<file path="config.mk">
export PLATFORM = sky130hd
export DESIGN_NAME = queue_release_controller
export DESIGN_NICKNAME = d
export VERILOG_FILES = /design/src/rtl/queue_release_controller.sv
export SDC_FILE = /design/constraint.sdc
export NUM_CORES = 1
export LEC_CHECK = 0
export ABC_AREA = 0
export ABC_CLOCK_PERIOD_IN_PS = 2300
export CORE_MARGIN = 2
export CORE_UTILIZATION = 48
export CTS_BUF_LIST = sky130_fd_sc_hd__clkbuf_8 sky130_fd_sc_hd__clkbuf_16
export DETAILED_ROUTE_END_ITERATION = 7
export MAX_ROUTING_LAYER = met4
export PLACE_DENSITY = 0.83
export RECOVER_POWER = 50
export SYNTH_ARGS = -nofsm -noshare
export SYNTH_HDL_FRONTEND = slang
export SYNTH_SLANG_ARGS = --single-unit
export TNS_END_PERCENT = 10
</file>
<file path="constraint.sdc">
create_clock -name traffic_clk -period 2.3 [get_ports traffic_clk]
set_clock_uncertainty 0.15 [all_clocks]
set_input_delay 0.345 -clock traffic_clk [delete_from_list [all_inputs] [get_ports traffic_clk]]
set_output_delay 0.345 -clock traffic_clk [all_outputs]
set_load 0.03 [all_outputs]
</file>
<file path="src/rtl/queue_release_controller.sv">
// Light-phase controller for one approach: drains its queue counter while green,
// then steps through yellow and all-red before handing control back to the arbiter.
module queue_release_controller #(
    parameter int MIN_GREEN        = 4,
    parameter int MAX_GREEN        = 12,
    parameter int YELLOW_TIME      = 2,
    parameter int ALL_RED_TIME     = 1,
    parameter int RELEASE_INTERVAL = 2
) (
    input  logic       traffic_clk,
    input  logic       reset,
    input  logic       go,
    input  logic       cross_request,
    input  logic       car_in_queue,
    input  logic [3:0] car_queue_counter,
    input  logic       add_car_to_queue,
    output logic       dec_car_in_queue,
    output logic       green,
    output logic       yellow,
    output logic       red,
    output logic       phase_done,
    output logic [7:0] cars_released
);

    localparam int GW        = $clog2(MAX_GREEN + 1);
    localparam int PHASE_MAX = (YELLOW_TIME > ALL_RED_TIME) ? YELLOW_TIME : ALL_RED_TIME;
    localparam int PW        = $clog2(PHASE_MAX + 1);
    localparam int RW        = $clog2(RELEASE_INTERVAL + 1);

    localparam logic [GW-1:0] GREEN_LAST     = GW'(MAX_GREEN - 1);
    localparam logic [GW-1:0] GREEN_MIN_LAST = GW'(MIN_GREEN - 1);
    localparam logic [PW-1:0] YELLOW_LAST    = PW'(YELLOW_TIME - 1);
    localparam logic [PW-1:0] ALL_RED_LAST   = PW'(ALL_RED_TIME - 1);
    localparam logic [RW-1:0] REL_LOAD       = RW'(RELEASE_INTERVAL - 1);

    typedef enum logic [1:0] {
        S_RED     = 2'd0,
        S_GREEN   = 2'd1,
        S_YELLOW  = 2'd2,
        S_ALL_RED = 2'd3
    } state_t;

    state_t        state, state_nxt;
    logic [GW-1:0] green_cnt, green_cnt_nxt;
    logic [PW-1:0] phase_cnt, phase_cnt_nxt;
    logic [RW-1:0] rel_cnt, rel_cnt_nxt;
    logic          phase_done_nxt;

    always_ff @(posedge traffic_clk or negedge reset) begin
        if (!reset) begin
            state         <= S_RED;
            green_cnt     <= '0;
            phase_cnt     <= '0;
            rel_cnt       <= '0;
            phase_done    <= 1'b0;
            cars_released <= '0;
        end else begin
            state      <= state_nxt;
            green_cnt  <= green_cnt_nxt;
            phase_cnt  <= phase_cnt_nxt;
            rel_cnt    <= rel_cnt_nxt;
            phase_done <= phase_done_nxt;
            if (dec_car_in_queue && cars_released != 8'hFF)
                cars_released <= cars_released + 8'd1;
        end
    end

    // Arbiter handshake: go is a level sampled only in RED while phase_done is low;
    // phase_done is a one-cycle pulse in the first RED cycle after a phase or empty skip.
    always_comb begin
        state_nxt        = state;
        green_cnt_nxt    = '0;
        phase_cnt_nxt    = '0;
        rel_cnt_nxt      = '0;
        phase_done_nxt   = 1'b0;
        dec_car_in_queue = 1'b0;
        case (state)
            S_RED: begin
                if (go && !phase_done) begin
                    if (car_in_queue) state_nxt = S_GREEN;
                    else              phase_done_nxt = 1'b1;
                end
            end
            S_GREEN: begin
                // An arrival blocks the release this cycle; rel_cnt stays 0 so it retries.
                dec_car_in_queue = (rel_cnt == '0) && car_in_queue && !add_car_to_queue;
                if (dec_car_in_queue)   rel_cnt_nxt = REL_LOAD;
                else if (rel_cnt != '0) rel_cnt_nxt = rel_cnt - 1'b1;
                green_cnt_nxt = green_cnt + 1'b1;
                if (green_cnt == GREEN_LAST ||
                    (green_cnt >= GREEN_MIN_LAST && (!car_in_queue || cross_request))) begin
                    state_nxt     = S_YELLOW;
                    green_cnt_nxt = '0;
                    rel_cnt_nxt   = '0;
                end
            end
            S_YELLOW: begin
                if (phase_cnt == YELLOW_LAST) state_nxt = S_ALL_RED;
                else                          phase_cnt_nxt = phase_cnt + 1'b1;
            end
            S_ALL_RED: begin
                if (phase_cnt == ALL_RED_LAST) begin
                    state_nxt      = S_RED;
                    phase_done_nxt = 1'b1;
                end else begin
                    phase_cnt_nxt = phase_cnt + 1'b1;
                end
            end
            default: state_nxt = S_RED;
        endcase
    end

    assign green  = (state == S_GREEN);
    assign yellow = (state == S_YELLOW);
    assign red    = (state == S_RED) || (state == S_ALL_RED);

    // The occupancy flag must always agree with the counter it summarises.
    a_queue_flag_consistent: assert property (
        @(posedge traffic_clk) disable iff (!reset)
        car_in_queue == (car_queue_counter != 4'd0));

endmodule

</file>
# Yosys cells after proc, flatten, opt, wreduce, memory -nomap -nowiden

Cells that the tools add are included.

Register bits: 19
Input port bits: 10
Logic and storage cells: 58

Add/sub/neg operators: 4
Magnitude comparators: 1
Eq/ne operators: 11
Mux-type cells: 20
Reductions and logical operators: 16

Operator list:

| cell                                                                    | count |
|---|---|
| 2-bit two-way mux                                                       | 11 |
| 8-bit by 1-bit adder with 8-bit output, second input constant           | 1 |
| 4-bit two-way mux                                                       | 2 |
| 8-bit inequality test, second input constant                            | 1 |
| 2-bit one-hot mux with 4 select lines                                   | 1 |
| 2-bit logical NOT                                                       | 3 |
| 2-bit inequality test, second input constant                            | 3 |
| 1-bit logical AND                                                       | 5 |
| 5-bit AND reduction                                                     | 1 |
| 4-bit by 1-bit adder with 4-bit output, second input constant           | 1 |
| 2-bit by 1-bit == test with 1-bit output, second input constant         | 2 |
| 2-bit == test, second input constant                                    | 2 |
| 4-bit == test, second input constant                                    | 1 |
| 4-bit by 2-bit >= comparator with 1-bit output, second input constant   | 1 |
| 1-bit two-way mux                                                       | 4 |
| 2-bit by 1-bit inequality test with 1-bit output, second input constant | 2 |
| 2-bit one-hot mux with 2 select lines                                   | 1 |
| 1-bit logical NOT                                                       | 3 |
| 1-bit logical OR                                                        | 3 |
| 2-bit by 1-bit adder with 2-bit output, second input constant           | 1 |
| 1-bit one-hot mux with 2 select lines                                   | 1 |
| 2-bit nonzero test                                                      | 1 |
| 2-bit by 1-bit subtractor with 2-bit output, second input constant      | 1 |

# Depth between registers and ports, before layout

Gate-level depths: netlist of the first run.

Depth in word-level cells: 6
Depth in mapped cells: 7
Mapped depth without buffers: 6

# Least setup slack after synthesis of the first run

No wires, ideal clock.

Path type: register -> register
Start: register state[1]
End: register cars_released[7]
Library setup time: 119 ps
Arrival: 1,690 ps
Setup slack: 341 ps
Stages on the path, launching flop included: 8
Path buffers: 1
Cell sequence: dfrtp_1 > inv_1 > ha_1 > and4_1 > buf_2 > and3_1 > nand3_1 > o21a_1

Cells in the longest elaborated chain, start to end: 3

RTL lines:

| item                                     | line | RTL |
|---|---|---|
| start, declared                          | 43   | `state_t state, state_nxt;` |
| start signal, assigned                   | 58   | `state <= state_nxt;` |
| 2-bit by 1-bit == test with 1-bit output | --   |  |
| via green                                | 18   | `output logic green,` |
| 1-bit two-way mux                        | 77   | `case (state)` |
| via dec_car_in_queue                     | 17   | `output logic dec_car_in_queue,` |
| 1-bit logical AND                        | 63   | `if (dec_car_in_queue && cars_released != 8'hFF)` |
| end signal, assigned                     | 64   | `cars_released <= cars_released + 8'd1;` |
| end, declared                            | 22   | `output logic [7:0] cars_released` |

The timed path passes the listed nets, and every way through them passes these cells.
A chain may end at the register's enable or synchronous reset.

# Final worst setup path of the first run

Start: register state[1]
End: output green

Cells in the longest elaborated chain, start to end: 1

RTL lines:

| item                                     | line | RTL |
|---|---|---|
| 2-bit by 1-bit == test with 1-bit output | 113  | `assign green = (state == S_GREEN);` |
| end, declared                            | 18   |  |

No other way between the ends.

==> results of run 1 <==
[where the power goes]
part	total, mW	switching [mW]	internal [mW]
Sequential	0.508	0.0866	0.422
Combinational	0.698	0.390	0.309
Clock	0.227	0.108	0.119
Total	1.43	0.585	0.849
[cell type report]
| class | instances | area (um2) | area share |
|---|---|---|---|
| Inverter | 8 | 30.03 | 0.02412 |
| Multi-Input combinational cell | 66 | 476.7 | 0.3829 |
| Clock buffer | 3 | 41.29 | 0.03317 |
| Tap cell | 27 | 33.78 | 0.02714 |
| Sequential cell | 19 | 475.5 | 0.3819 |
| Clock inverter | 1 | 3.754 | 0.003015 |
| Timing Repair Buffer | 19 | 183.9 | 0.1477 |
[through the flow]
stage          total power [mW]  setup slack, ps  area (um2)  instances
5_1_grt                   1.535            5.562        1245        143
2_1_floorplan            0.9712            340.7       987.2         94
4_1_cts                   1.452            1.936        1246        143
3_5_place_dp              1.217            239.1        1201        139
6_report                  1.434            77.12        1245        143
3_3_place_gp              1.194            278.6        1201        139
[routing by layer]
metal | up-vias | track usage | share of wire
met5 | - | - | 0
met4 | 0 | 0.08571 | 0.0075
met3 | 2 | 0.03374 | 0.054
met2 | 28 | 0.3131 | 0.50
met1 | 370 | 0.2044 | 0.44
li1 | 367 | - | -
[final timing paths]
kind	from	end
setup / recovery	state[1]	green
hold / removal	green_cnt[0]	green_cnt[0]
setup reg to reg	state[1]	cars_released[3]
hold reg to reg	green_cnt[0]	green_cnt[0]
max in group asynchronous	reset	cars_released[5]
min in group asynchronous	reset	cars_released[0]
[logic make-up (layout without fill, tap and decap cells)]
kind of cell | Yosys count | after routing | synth area share
compound gates | 14 | 14 | 0.09759
mux | 3 | 3 | 0.03169
simple gates | 34 | 34 | 0.1863
flops | 19 | 19 | 0.4816
buf+inv | 9 | 31 | 0.03548
fa+ha+maj | 9 | 9 | 0.1141
xor+xnor | 6 | 6 | 0.05323
[state kept, by name, indices dropped and copies added, names as in the netlist]
signal / count
phase_cnt: 2
green_cnt: 4
cars_released: 8
state: 2
rel_cnt: 2
phase_done: 1
[critical path: stages (launching register included)]
cell and delay [ps]:
dfrtp_1 410, inv_1 100, ha_1 260, clkdlybuf4s50_1 710
[placed cells by master (no fill, tap or decap), drive strengths merged, types with 2 or more instances in the layout]
| cell | netlist | routed |
|---|---|---|
| xor2 | 2 | 2 |
| and3 | 2 | 2 |
| mux2i | 2 | 2 |
| nor2 | 9 | 9 |
| a31oi | 2 | 2 |
| nand2b | 3 | 3 |
| o21ai | 3 | 3 |
| clkbuf | 0 | 4 |
| inv | 8 | 9 |
| and4 | 3 | 3 |
| xnor2 | 4 | 4 |
| dlygate4sd3 | 0 | 2 |
| nand2 | 7 | 7 |
| clkdlybuf4s50 | 0 | 14 |
| nand3 | 4 | 4 |
| nand4 | 2 | 2 |
| ha | 9 | 9 |
| a21oi | 6 | 6 |
| dfrtp | 19 | 19 |
==> results.tsv, run 1 <==
stage	metric	value	unit
clock_network	cts_tree	done	
sta	rsz0062_at_grt	no	
sta	period_share	0.9665	
clock_network	cts-resized-gates	0	
route	dr.pass1.iters	4	
yosys	synthArstFlopShare	1.000	
flow_run	max_cap_violations	0	
finish	fillers	178	
sta	finalCriticalPeriod	2223	ps
global_routing	grt_usage	0.1826	
worst_setup_path	worstPathRequired	1800	ps
clock_network	clk-insertion-delay-late	250	ps
worst_setup_path	crit_fanout	3	
yosys	synth-edff-count	0	
placement	dp_hpwl	1.392	mm
min_path	min_path_cells	1	
clock_network	cts_hold_buf	0	
yosys	ys_ff_latch	19	
finish	syn_to_final_growth	26.11	%
placement	place_congestion	0.7927	
outcome	status	completed	
yosys	yosysMostFrequentCell	dfrtp_1	
sta	holdWs	313.8	ps
global_routing	grt-ovfl-total	0	
sta	slew_headroom	0.2870	
floorplanning	die_y	49.35	um
worst_setup_path	rr_worst_depth	6	
sta	tightest_slew	1070	ps
worst_setup_path	ff2ff_setup_slack	470	ps
clock_network	cts_buffers	3	
power_and_ir_drop	cellPowerDensity	1152	nW/um2
sta	drv_slew	0	
route	wl_per_cell	13.07	um
yosys	netlist_area	987.2	um2
worst_setup_path	cp-end-kind	output pin	
floorplanning	coreArea	1942	um2
worst_setup_path	worstSetupPathType	register to output pin	
clock_network	post_cts_buffers	0	
power_and_ir_drop	leakagePower	0.5813	nW
sta	tns	0	ps
placement	port_buffers	18	
yosys	syn_nets	113	
worst_setup_path	worstPathArrival	1730	ps
yosys	yosys.cell_types.count	29	
clock_network	cts_root_buf	clkbuf_8	
finish	num_antenna_cells	0	
route	drt-initial-drc-count	9	
route	avgViaCountPerCell	5.364	
route	wirelength	1.869	mm
yosys	yosys-top-cells-area	dfrtp_1 48%, ha_1 11%, xnor2_1 3.5%, nor2_1 3.4%, inv_1 3.0%	
finish	layout-drive-gt1-share	0.09483	
floorplanning	die-area	2435	um2
route	route.detailed.drc	0	
floorplanning	initial_core_util	0.5084	
power_and_ir_drop	ir_worst_vdd	0.7413	mV
worst_setup_path	start_kind	register	
finish	utilization	0.6411	
clock_network	htreeDepth	1	
floorplanning	io_pins	23	
global_routing	antenna_found_initial	0	
yosys	synth_flop_cell	dfrtp_1	
global_routing	grt_max_degree	20	
global_routing	first_global_vias	774	
yosys	yosysTopAreaCellShare	0.4816	
min_path	holdCritPathClass	register to register	
finish	nets	136	
yosys	seq_area_frac_synth	0.4816	
sta	finalSetupViolations	0	
clock_network	clk_pin_slew_worst_paths	70	ps
floorplanning	fp.dieW	49.35	um
clock_network	clock-sinks	19	
sta	hold_viol_final	0	
clock_network	cts_buffer_depth	2	
route	ant_nets	0	
route	num_vias	767	
yosys	syn_area_per_cell	10.50	um2
yosys	synth_top_cell_by_area	dfrtp_1	
yosys	netlist_top_cells_count	19 x dfrtp_1, 9 x ha_1, 9 x nor2_1	
global_routing	grt_pass1_wl	3.325	mm
yosys	yosysWarningCount	0	
floorplanning	num_rows	16	
yosys	netlist_instances	94	
sta	max_freq	449.9	MHz
Note: power is estimated with default switching activity, not from simulation.
==> run 2: changes to the inputs <==
--- a/config.mk
+++ b/config.mk
@@ -11,7 +11,6 @@
 export CORE_UTILIZATION = 48
 export CTS_BUF_LIST = sky130_fd_sc_hd__clkbuf_8 sky130_fd_sc_hd__clkbuf_16
 export DETAILED_ROUTE_END_ITERATION = 7
-export MAX_ROUTING_LAYER = met4
 export PLACE_DENSITY = 0.83
 export RECOVER_POWER = 50
 export SYNTH_ARGS = -nofsm -noshare
==> run 2 against run 1 <==
- fmax is essentially flat
- register-to-register slack barely moved
- sequential cell count is the same
- setup slack about the same
- routed wire length unchanged
- via count is the same
- non-clock buffer count unchanged
- cell count unchanged
- combinational power about the same
- sequential share of layout area is the same
- die area did not move
- power barely moved
- critical path type unchanged
==> results.tsv, run 2 (synthesis gave the netlist of run 1 again) <==
stage	metric	value	unit	change
worst_setup_path	ff2ff_setup_slack	470	ps	about the same
finish	final_cell_mix	19 x dfrtp_1, 14 x clkdlybuf4s50_1, 9 x inv_1, 9 x nor2_1, 9 x ha_1		
finish	largest_reg_flops	8		unchanged
route	avgViaCountPerCell	5.364		unchanged
global_routing	grt_usage	0.1776		-0.005026
worst_setup_path	rr_startpoint	state[1]		
sta	finalSetupViolations	0		unchanged
route	drt-initial-drc-count	9		unchanged
global_routing	antenna_found_initial	0		unchanged
clock_network	clock-sinks	19		unchanged
worst_setup_path	rr_worst_depth	6		unchanged
finish	multi_input_area	476.7	um2	unchanged
finish	fillers	178		unchanged
finish	largest_register	cars_released		
route	num_vias	767		unchanged
sta	holdWs	313.8	ps	unchanged
clock_network	clk-insertion-delay-late	250	ps	about the same
floorplanning	die_y	49.35	um	unchanged
sta	tightest_slew	1070	ps	-0.003785 ps
placement	port_buffers	18		unchanged
flow_run	max_cap_violations	0		unchanged
sta	hold_viol_final	0		unchanged
finish	syn_to_final_growth	26.11	%	unchanged
global_routing	first_global_vias	774		unchanged
floorplanning	initial_core_util	0.5084		unchanged
floorplanning	die-area	2435	um2	unchanged
sta	drv_slew	0		unchanged
worst_setup_path	cp-end-kind	output pin		
clock_network	htreeDepth	1		unchanged
worst_setup_path	r2r-end	cars_released[3]		
sta	max_freq	449.9	MHz	about the same
floorplanning	io_pins	23		unchanged
power_and_ir_drop	leakagePower	0.5813	nW	unchanged
sta	finalCriticalPeriod	2223	ps	-0.07910 ps
sta	tns	0	ps	unchanged
clock_network	cts_buffer_depth	2		unchanged
placement	dp_hpwl	1.392	mm	unchanged
worst_setup_path	worstSetupPathType	register to output pin		
worst_setup_path	start_kind	register		
power_and_ir_drop	cellPowerDensity	1151	nW/um2	about the same
floorplanning	coreArea	1942	um2	unchanged
floorplanning	num_rows	16		unchanged
finish	ff_latch_area	475.5	um2	unchanged
finish	final_common_cell	dfrtp_1		
worst_setup_path	crit_fanout	3		unchanged
clock_network	cts_root_buf	clkbuf_8		
clock_network	post_cts_buffers	0		unchanged
finish	layout-drive-gt1-share	0.09483		unchanged
route	dr.pass1.iters	4		unchanged
global_routing	grt-ovfl-total	0		unchanged
min_path	holdCritPathClass	register to register		
clock_network	cts_tree	done		
min_path	whs_endpoint	green_cnt[0]		
placement	place_congestion	0.7819		-1.4%
clock_network	cts_buffers	3		unchanged
worst_setup_path	worstPathRequired	1800	ps	about the same
route	wl_per_cell	13.07	um	unchanged
finish	nets	136		unchanged
route	wirelength	1.869	mm	unchanged
clock_network	cts_hold_buf	0		unchanged
finish	reg_top3	cars_released x8, green_cnt x4		
finish	num_antenna_cells	0		unchanged
clock_network	clk_pin_slew_worst_paths	70	ps	about the same
sta	period_share	0.9664		about the same
floorplanning	fp.dieW	49.35	um	unchanged
min_path	hp-start	green_cnt[0]		
global_routing	grt_pass1_wl	3.318	mm	-0.21%
sta	slew_headroom	0.2870		about the same
power_and_ir_drop	ir_worst_vdd	0.7412	mV	about the same
outcome	status	completed		
min_path	min_path_cells	1		unchanged
sta	rsz0062_at_grt	no		
global_routing	grt_max_degree	20		unchanged
route	ant_nets	0		unchanged
power_and_ir_drop	power	1.433	mW	about the same
worst_setup_path	worstPathArrival	1730	ps	about the same
route	route.detailed.drc	0		unchanged
run 2: critical path: stages (launching register included):
cell	delay [ps]
dfrtp_1	410
inv_1	100
ha_1	260
clkdlybuf4s50_1	710
run 2: through the flow:
stage	std cells	setup WS (ps)	instance area, um2	util
6_report	143	77.20	1245	0.6411
5_1_grt	143	5.560	1245	0.6411
4_1_cts	143	1.936	1246	0.6418
3_5_place_dp	139	239.1	1201	0.6186
3_3_place_gp	139	278.6	1201	0.6186
2_1_floorplan	94	340.7	987.2	-
run 2: repair_timing:
| item | CTS | global route |
|---|---|---|
| gates resized for setup | 0 | 1 |
| hold endpoints to repair | 0 | 0 |
| setup endpoints to repair | 0 | 1 |
run 2: worst max-delay path by stage:
stage | start | endpoint | slack (ps) | cells after the start
3_3_place_gp | car_in_queue | state[1] | 280 | 6
3_5_place_dp | car_in_queue | state[1] | 240 | 6
6_report | state[1] | green | 80 | 3
4_1_cts | state[0] | red | 2 | 4
5_1_grt | state[1] | green | 6 | 3
2_1_floorplan | state[1] | cars_released[7] | 340 | 7
run 2: per-layer routing:
metal  vias up  GRT usage  wire (um)  share of wire
met5         -          0          0              0
met3         2    0.03374        100          0.054
met2        28     0.3131        939           0.50
li1        367          -          -              -
met1       370     0.2044        815           0.44
met4         0    0.08571         14         0.0075
run 2: cell type report:
| class | count | area share |
|---|---|---|
| repair buffers | 19 | 0.1477 |
| inverters | 8 | 0.02412 |
| multi-input cells | 66 | 0.3829 |
| clock buffers | 3 | 0.03317 |
| clock inverters | 1 | 0.003015 |
| well taps | 27 | 0.02714 |
| flip-flops and latches | 19 | 0.3819 |
run 2: report_power, final:
part           internal (mW)  total (mW)  switching, mW
clock network          0.119       0.227          0.108
registers              0.422       0.508         0.0866
logic                  0.309       0.698          0.390
